### config.mk
export PLATFORM = sky130hd
export DESIGN_NAME = stream_master_decim
export DESIGN_NICKNAME = d
export VERILOG_FILES = /design/src/rtl/fir_pkg.sv /design/src/rtl/stream_master_decim.sv
export SDC_FILE = /design/constraint.sdc
export NUM_CORES = 1
export LEC_CHECK = 0
export ABC_AREA = 0
export BUFFER_PORTS_ARGS = -buffer_cell sky130_fd_sc_hd__buf_2
export CAP_MARGIN = 10
export CORE_UTILIZATION = 35
export DETAILED_ROUTE_END_ITERATION = 8
export PLACE_DENSITY_LB_ADDON = 0.05
export SETUP_SLACK_MARGIN = 0.4
export SLEW_MARGIN = 10
export SYNTH_ARGS = -nofsm -noshare
export SYNTH_HDL_FRONTEND = slang
export SYNTH_SLANG_ARGS = --single-unit
### constraint.sdc
create_clock -name M_AXIS_ACLK -period 3.5 [get_ports M_AXIS_ACLK]
set_input_delay 0.175 -clock M_AXIS_ACLK [delete_from_list [all_inputs] [get_ports M_AXIS_ACLK]]
set_output_delay 0.175 -clock M_AXIS_ACLK [all_outputs]
set_load 0.01 [all_outputs]
### src/rtl/fir_pkg.sv
// Shared FIR accelerator types: sample, qualified sample bus and rate field.
package fir_pkg;
    typedef logic signed [15:0] FIR_DATA_SAMPLE;
    typedef struct packed {
        FIR_DATA_SAMPLE data;
        logic           valid;
    } FIR_DATA_BUS;
    typedef logic [7:0] FIR_UP_RATE;
endpackage

### src/rtl/stream_master_decim.sv
// Output AXI4-Stream master: decimates the FIR sample stream, queues kept samples, drives TLAST.
// Optional overflow reporting (ovf, ovf_cnt) is enabled with `define FIR_STREAM_MASTER_OVF_EN.
module stream_master_decim
    import fir_pkg::*;
#(
    parameter int C_M_AXIS_TDATA_WIDTH = $bits(FIR_DATA_SAMPLE),
    parameter int DEPTH                = 16,
    parameter int SKID                 = 12
) (
    input  logic                                M_AXIS_ACLK,
    input  logic                                M_AXIS_ARESET,
    input  FIR_DATA_BUS                         fir_out,
    input  logic                                last_in,
    input  FIR_UP_RATE                          rate,
    output logic                                is_ready,
    output logic                                M_AXIS_TVALID,
    output logic [C_M_AXIS_TDATA_WIDTH-1:0]     M_AXIS_TDATA,
    output logic [C_M_AXIS_TDATA_WIDTH/8-1:0]   M_AXIS_TSTRB,
    output logic                                M_AXIS_TLAST,
    input  logic                                M_AXIS_TREADY,
    output logic                                ovf,
    output logic [15:0]                         ovf_cnt
);
    localparam int W  = C_M_AXIS_TDATA_WIDTH;
    localparam int AW = $clog2(DEPTH);
    localparam int CW = AW + 1;

    function automatic logic signed [W-1:0] ext_sample(input FIR_DATA_SAMPLE s);
        return W'(s);
    endfunction

    FIR_UP_RATE     ph;
    FIR_UP_RATE     rate_q;
    FIR_UP_RATE     rate_eff;
    logic           pkt_start;
    logic           beat, keep, push, pop, full, drop;
    logic [W:0]     mem [DEPTH];
    logic [W:0]     head;
    logic [AW-1:0]  rd_ptr, wr_ptr;
    logic [CW-1:0]  cnt;

    // A new packet takes the live rate on its first beat; later beats use the latched copy.
    always_comb begin
        beat     = fir_out.valid;
        rate_eff = pkt_start ? rate : rate_q;
        keep     = beat && ((ph == '0) || last_in);
        pop      = (cnt != '0) && M_AXIS_TREADY;
        full     = (cnt == CW'(DEPTH));
        push     = keep && (!full || pop);
        drop     = keep && full && !pop;
    end

    always_ff @(posedge M_AXIS_ACLK) begin
        if (M_AXIS_ARESET) begin
            ph        <= '0;
            rate_q    <= '0;
            pkt_start <= 1'b1;
        end else if (beat) begin
            if (pkt_start)
                rate_q <= rate;
            pkt_start <= last_in;
            if (last_in || (ph == rate_eff))
                ph <= '0;
            else
                ph <= ph + FIR_UP_RATE'(1);
        end
    end

    always_ff @(posedge M_AXIS_ACLK) begin
        if (push)
            mem[wr_ptr] <= {ext_sample(fir_out.data), last_in};
    end

    always_ff @(posedge M_AXIS_ACLK) begin
        if (M_AXIS_ARESET) begin
            rd_ptr <= '0;
            wr_ptr <= '0;
            cnt    <= '0;
        end else begin
            if (push)
                wr_ptr <= wr_ptr + AW'(1);
            if (pop)
                rd_ptr <= rd_ptr + AW'(1);
            case ({push, pop})
                2'b10:   cnt <= cnt + CW'(1);
                2'b01:   cnt <= cnt - CW'(1);
                default: cnt <= cnt;
            endcase
        end
    end

    // Output is gated by occupancy so an empty queue never exposes stale or unwritten entries.
    always_comb begin
        head          = mem[rd_ptr];
        M_AXIS_TVALID = (cnt != '0);
        M_AXIS_TDATA  = M_AXIS_TVALID ? head[W:1] : '0;
        M_AXIS_TLAST  = M_AXIS_TVALID && head[0];
        M_AXIS_TSTRB  = '1;
        is_ready      = ((CW'(DEPTH) - cnt) >= CW'(SKID));
    end

`ifdef FIR_STREAM_MASTER_OVF_EN
    function automatic logic [15:0] sat_inc16(input logic [15:0] v);
        return (v == 16'hFFFF) ? v : v + 16'd1;
    endfunction

    always_ff @(posedge M_AXIS_ACLK) begin
        if (M_AXIS_ARESET) begin
            ovf     <= 1'b0;
            ovf_cnt <= '0;
        end else if (drop) begin
            ovf     <= 1'b1;
            ovf_cnt <= sat_inc16(ovf_cnt);
        end
    end
`else
    logic unused_drop;
    assign unused_drop = drop;
    assign ovf         = 1'b0;
    assign ovf_cnt     = '0;
`endif
endmodule

# ---- Word-level counts from Yosys, hierarchy flattened
# Memory sizes are Yosys's and may differ from the RTL's. A register that Yosys moved wholly into a read port is not among the register bits.
# Index checks and enable logic that the tools add are counted.
dict set report op_classes {
  add_sub_neg 6
  magnitude_cmp 1
  eq_ne 4
  mux 8
  reduce_logical 11
}
# operator n
set op_table {}
lappend op_table {{16-bit 2-to-1 mux} 1}
lappend op_table {{8-bit 2-to-1 mux} 2}
lappend op_table {{5-bit one-hot mux with 2 select lines} 1}
lappend op_table {{4-bit by 1-bit adder with 4-bit output, second input constant} 2}
lappend op_table {{8-bit by 1-bit adder with 8-bit output, second input constant} 1}
lappend op_table {{8-bit equality test} 1}
lappend op_table {{8-bit logical NOT} 1}
lappend op_table {{4-bit 2-to-1 mux} 2}
lappend op_table {{5-bit by 1-bit adder with 5-bit output, second input constant} 1}
lappend op_table {{5-bit equality test, second input constant} 1}
lappend op_table {{5-bit by 4-bit greater-or-equal comparator with 1-bit output, second input constant} 1}
lappend op_table {{5-bit nonzero test} 1}
lappend op_table {{5-bit by 1-bit subtractor with 5-bit output, second input constant} 1}
lappend op_table {{5-bit subtractor, first input constant} 1}
lappend op_table {{1-bit logical AND} 4}
lappend op_table {{1-bit logical OR} 3}
lappend op_table {{2-bit by 1-bit equality test with 1-bit output, second input constant} 1}
lappend op_table {{2-bit equality test, second input constant} 1}
lappend op_table {{1-bit 2-to-1 mux} 2}
lappend op_table {{2-bit nonzero test} 1}
lappend op_table {{1-bit logical NOT} 1}
dict set report word_totals {
  reg_bits 30
  ramBits 272
  in_bits 29
  n_memories 1
}
# name depth width rd rd_clocked_by_memory_dff wr line
set mem_list {}
lappend mem_list {mem 16 17 1 1 1 stream_master_decim.sv:37} ;# logic [W:0] mem [DEPTH];

# ---- Longest topological paths before layout
dict set report depth {
  word_depth 6
  ltp_mapped 12
  depth_no_buf 12
}

# ---- Worst setup path after synthesis
# Ideal clock, no wire load.
dict set report synth_path {
  path_type {reg2reg}
  startpoint {register ph[0]}
  endpoint {memory mem[0][0] (netlist bit) (enable)}
  arrival_ps 2447
  required_time_ps 3088
  slack_ps 641
  stages_incl_launch_ff 8
  path_buffers 0
  synth_period_minus_slack_ps 2859
  cell_sequence {dfxtp_1 -> inv_1 -> ha_1 -> nor4b_2 -> a22oi_1 -> a21oi_2 -> nand2_1 -> nor3_1}
}
dict set report synth_between {
  elab_chain_len 6
}
# item line
set synth_rtl {}
lappend synth_rtl {{from (decl)} stream_master_decim.sv:32} ;# FIR_UP_RATE ph;
lappend synth_rtl {{from (signal assigned)} stream_master_decim.sv:65} ;# ph <= ph + FIR_UP_RATE'(1);
lappend synth_rtl {{8-bit logical NOT} stream_master_decim.sv:46} ;# keep = beat && ((ph == '0) || last_in);
lappend synth_rtl {{1-bit logical OR} stream_master_decim.sv:46}
lappend synth_rtl {{1-bit logical AND} stream_master_decim.sv:46}
lappend synth_rtl {{1-bit logical AND} stream_master_decim.sv:49} ;# push = keep && (!full || pop);
lappend synth_rtl {{1-bit 2-to-1 mux} stream_master_decim.sv:70} ;# if (push)
lappend synth_rtl {{1-bit 2-to-1 mux (implied by the code)} stream_master_decim.sv:71} ;# mem[wr_ptr] <= {ext_sample(fir_out.data), last_in};
lappend synth_rtl {{to (decl)} stream_master_decim.sv:37}
# No other way between the ends.

# ---- Final worst setup path
dict set report layout_path {
  startpoint {register cnt[3]}
  endpoint {output port M_AXIS_TDATA[0]}
}
dict set report layout_between {
  elab_chain_len 2
}
# item line
set layout_rtl {}
lappend layout_rtl {{from (decl)} stream_master_decim.sv:40} ;# logic [CW-1:0] cnt;
lappend layout_rtl {{from (signal assigned)} stream_master_decim.sv:85} ;# 2'b10: cnt <= cnt + CW'(1);
lappend layout_rtl {{from (signal assigned)} stream_master_decim.sv:86} ;# 2'b01: cnt <= cnt - CW'(1);
lappend layout_rtl {{from (signal assigned)} stream_master_decim.sv:87} ;# default: cnt <= cnt;
lappend layout_rtl {{5-bit nonzero test} stream_master_decim.sv:95} ;# M_AXIS_TVALID = (cnt != '0);
lappend layout_rtl {{16-bit 2-to-1 mux} stream_master_decim.sv:96} ;# M_AXIS_TDATA = M_AXIS_TVALID ? head[W:1] : '0;
lappend layout_rtl {{to (decl)} stream_master_decim.sv:17} ;# output logic [C_M_AXIS_TDATA_WIDTH-1:0] M_AXIS_TDATA,
# No other way between the ends.

==> parameters.txt <==
Parameter                              Value

Timing
  Setup repair after global routing missed its margin ... false
  Final critical path time including I/O delays and setup ... roughly 2.8 ns
  Setup Total Neg Slack ... 0 ns
  Maximum clock frequency ... around 0.35 GHz
  Slew @ Worst Pin ... between 0.7 and 0.8 ns
  Setup-violating endpoint count in the final report ... 0
  Slew Viols, Final ... 0
  Period utilization ... between 80% and 90%
  Worst max-slew margin expressed relative to the limit ... 52.9%
  Final Hold Viols ... 0
  Setup Skew ... 0.0169 ns

Synthesis
  Commonest register cell after synthesis ... sky130_fd_sc_hd__edfxtp_1
  Synth warnings ... 0
  Count of flip-flops with a built-in enable after synthesis ... 272
  Seq/Total Area, Yosys ... 71.7%
  Most area-consuming cells after synthesis ... sky130_fd_sc_hd__edfxtp_1 66%, sky130_fd_sc_hd__mux4_2 12%, sky130_fd_sc_hd__dfxtp_1 5.5%
  Average cell area after synthesis ... 18.9 µm²
  Count of distinct cell types in the synthesized netlist ... 41
  Fraction of synthesis flops using an asynchronous set or reset pin ... 0%
  Top cell type by total area after synthesis ... sky130_fd_sc_hd__edfxtp_1
  Cell count after synthesis ... around 650
  Yosys reg bits ... between 300 and 400
  Area share of the largest cell type after synthesis ... 66.2%
  Combined area of all synthesized cells ... 12,300 µm²

Worst setup path
  Delay contributed by the slowest stage of the critical path ... about 0.53 ns
  Worst-path cell with the longest stage delay ... sky130_fd_sc_hd__or2_2
  RR Startpoint ... ph[0]
  Crit end category ... primary output
  Crit path from ... cnt[3]
  Path type of the worst setup path ... reg -> out
  Cells traversed along the worst timing path ... nor4_1, ha_1, or2_2, o22ai_1, buf_2
  Data arrival time at the worst-slack endpoint ... roughly 2.7 ns
  CP Data Required Time ... ~3.3 ns
  CP Launch Type ... flip-flop
  Largest fanout of any net on the critical path ... 17

GRT
  Pin count of the biggest net entering global routing ... 26
  Wire length of the first global-routing pass ... between 40,000 and 50,000 µm
  Overflow left after global routing ... 0
  Total routing usage reported by global routing ... between 10% and 20%
  Antenna violations before repair ... 1
  Via count of the first global-routing pass ... between 6,000 and 7,000

Clock network
  Clock Root Buffer ... sky130_fd_sc_hd__clkbuf_16
  TritonCTS clock tree ... built
  Clk slew on worst S/H paths ... approximately 0.060 ns
  Clock Latency Late Sink ... 0.51 ns
  CTS buffer count ... 34
  Buffers from clock root to sink, at most ... 3
  Clock H-tree levels ... 2
  Total number of clock tree sinks ... roughly 310

Placed design
  Total instance count after detailed placement ... 1,152
  Count of input and output buffers ... between 40 and 50
  Global placement routability congestion ... between 0.7 and 0.8
  Post-detailed-placement cell area ... about 13,000 µm²
  HPWL reported at the end of detailed placement ... ~18,000 µm

Power
  Power density relative to cell area ... 692 nW/µm²
  Static leakage power ... 4.68 nW
  IR Drop Worst-Case VDD ... between 400 and 500 µV
  Power Total ... slightly below 10 mW

Flow run
  Total of max-cap violations ... 0

Floorplan
  Initial Utilization ... a little over a third
  Horizontal die dimension ... 190 µm
  Die height ... 190 µm
  Site Rows ... between 60 and 70
  Area of the core region ... between 30,000 and 40,000 µm²
  Full die area ... 36,000 µm²
  I/O pin count ... 67

Routing
  Remaining routing DRC violations ... 0
  Routed via count ... between 6,000 and 7,000
  Antenna-violating nets left ... 0
  Detail-routed via count per cell ... roughly 5.0
  Total iterations of the first detailed-routing run ... 4
  Wire length per cell ... between 20 and 25 µm
  Detailed Route Iter0 Violations ... just under 300
  Total wire length ... ~29,000 µm

Worst hold path
  Classification of the worst-slack hold path ... in -> reg
  Hold path startpoint ... fir_out[8]

Final layout
  Area growth, synth to finish ... 16.1%
  NumNets Final ... roughly 780
  Ratio of cells with drive above 1 in the final layout ... between 20% and 30%
  Most frequent cells in the layout ... 272 x sky130_fd_sc_hd__edfxtp_1, 68 x sky130_fd_sc_hd__mux4_2, 47 x sky130_fd_sc_hd__buf_2, 46 x sky130_fd_sc_hd__mux2i_1, 37 x sky130_fd_sc_hd__clkbuf_16
  Number of antenna cells inserted ... 0
  Final design area excluding fillers ... around 14,000 µm²
  Most common library cell in the layout ignoring fill and taps ... sky130_fd_sc_hd__edfxtp_1
  Non-Filler Instances ... 1,220

Outcome
  Result of the run ... complete, no violations
## cells by family (layout without fill, tap and decap cells)
logic type,count (synthesis),in the layout,share of synthesized area [%]
flip-flops,306,306,71.7
multiplexers,116,116,16.4
AND/OR/NAND/NOR,92,92,3.51
XOR/XNOR,25,25,1.78
adder cells (fa/ha/maj),13,13,1.38
other,2,19,0.0609
buffers and inverters,60,155,2.99
AO/OA/AOI/OAI,39,39,2.12
## worst max-delay path: cells and delay by family (launching register included)
family,cells,cell delay [ns]
buffers and inverters,1,0.23
adders and majority gates,1,0.30
DFF,1,0.34
AOI/OAI and AO/OA,1,0.30
and+or+nand+nor,2,0.99
## registers in the layout (all words and copies together), names as in the netlist, named ones only
name       cells
pkt_start      1
rate_q         8
wr_ptr         4
mem          272
cnt            5
rd_ptr         4
ph             8
## final timing paths
kind	end	slack (ns)	cells past startpoint
worst max-delay path	M_AXIS_TDATA[0]	0.67	5
worst min-delay path	mem[2][8]	0.06	1
worst max register to register	cnt[4]	0.71	12
worst min register to register	rate_q[3]	0.46	2
## area by class of cell
class,count,area [µm²]
clock buffer,54,1010
clock inverter,5,21.3
fill,3128,20300
inverter,10,38.8
multi-input combinational,304,3230
sequential,306,8860
tap,455,569
timing repair buffer,86,598
## cells in the mapped netlist (2+ instances only)
cell type,instances
sky130_fd_sc_hd__buf_12,2
sky130_fd_sc_hd__nor3_1,4
sky130_fd_sc_hd__nand4_1,4
sky130_fd_sc_hd__nand3_1,12
sky130_fd_sc_hd__mux2i_1,46
sky130_fd_sc_hd__ha_1,12
sky130_fd_sc_hd__nand2_1,22
sky130_fd_sc_hd__nor2b_1,3
sky130_fd_sc_hd__a21oi_1,13
sky130_fd_sc_hd__clkbuf_1,11
sky130_fd_sc_hd__buf_2,10
sky130_fd_sc_hd__buf_1,4
sky130_fd_sc_hd__buf_4,20
sky130_fd_sc_hd__nand2b_1,4
sky130_fd_sc_hd__inv_1,9
sky130_fd_sc_hd__edfxtp_1,272
sky130_fd_sc_hd__xnor2_1,9
sky130_fd_sc_hd__xor2_1,16
sky130_fd_sc_hd__mux4_2,68
sky130_fd_sc_hd__buf_6,3
sky130_fd_sc_hd__nor4b_2,2
sky130_fd_sc_hd__and3_1,2
sky130_fd_sc_hd__conb_1,2
sky130_fd_sc_hd__o22ai_1,17
sky130_fd_sc_hd__dfxtp_1,34
sky130_fd_sc_hd__nor2_1,35
sky130_fd_sc_hd__o21ai_0,3
## stage by stage
stage	util [%]	hold slack, ns	setup slack [ns]
floorplan	-	0.240	0.641
global placement	38.1	0.443	0.729
detailed placement	38.1	0.448	0.699
CTS	41.3	0.0380	0.457
global route	41.4	0.0509	0.490
finish	41.4	0.0581	0.672
## layer usage
metal | vias to the layer above | wire, µm | share of wire [%] | global-route usage [%]
met2 | 139 | 14000 | 48 | 27.3
met3 | 35 | 1480 | 5.1 | 2.77
met5 | - | 13 | 0.045 | 0
met1 | 3185 | 13200 | 45 | 23.1
li1 | 2720 | - | - | -
met4 | 2 | 467 | 1.6 | 4.25
## report_power, final
group	internal [mW]	switching (mW)	leakage, nW
Combinational	1.03	1.28	1.44
Sequential	4.15	0.140	2.74
Clock	1.97	1.34	0.501
Total	7.15	2.76	4.68
## timing repair
action | CTS | global route
hold endpoints to repair | 8 | 0
buffers inserted | 0 | 1
hold buffers | 8 | 0
resized for setup | 0 | 1
endpoints found under the setup margin | 0 | 1
(Power assumes the default switching activity.)
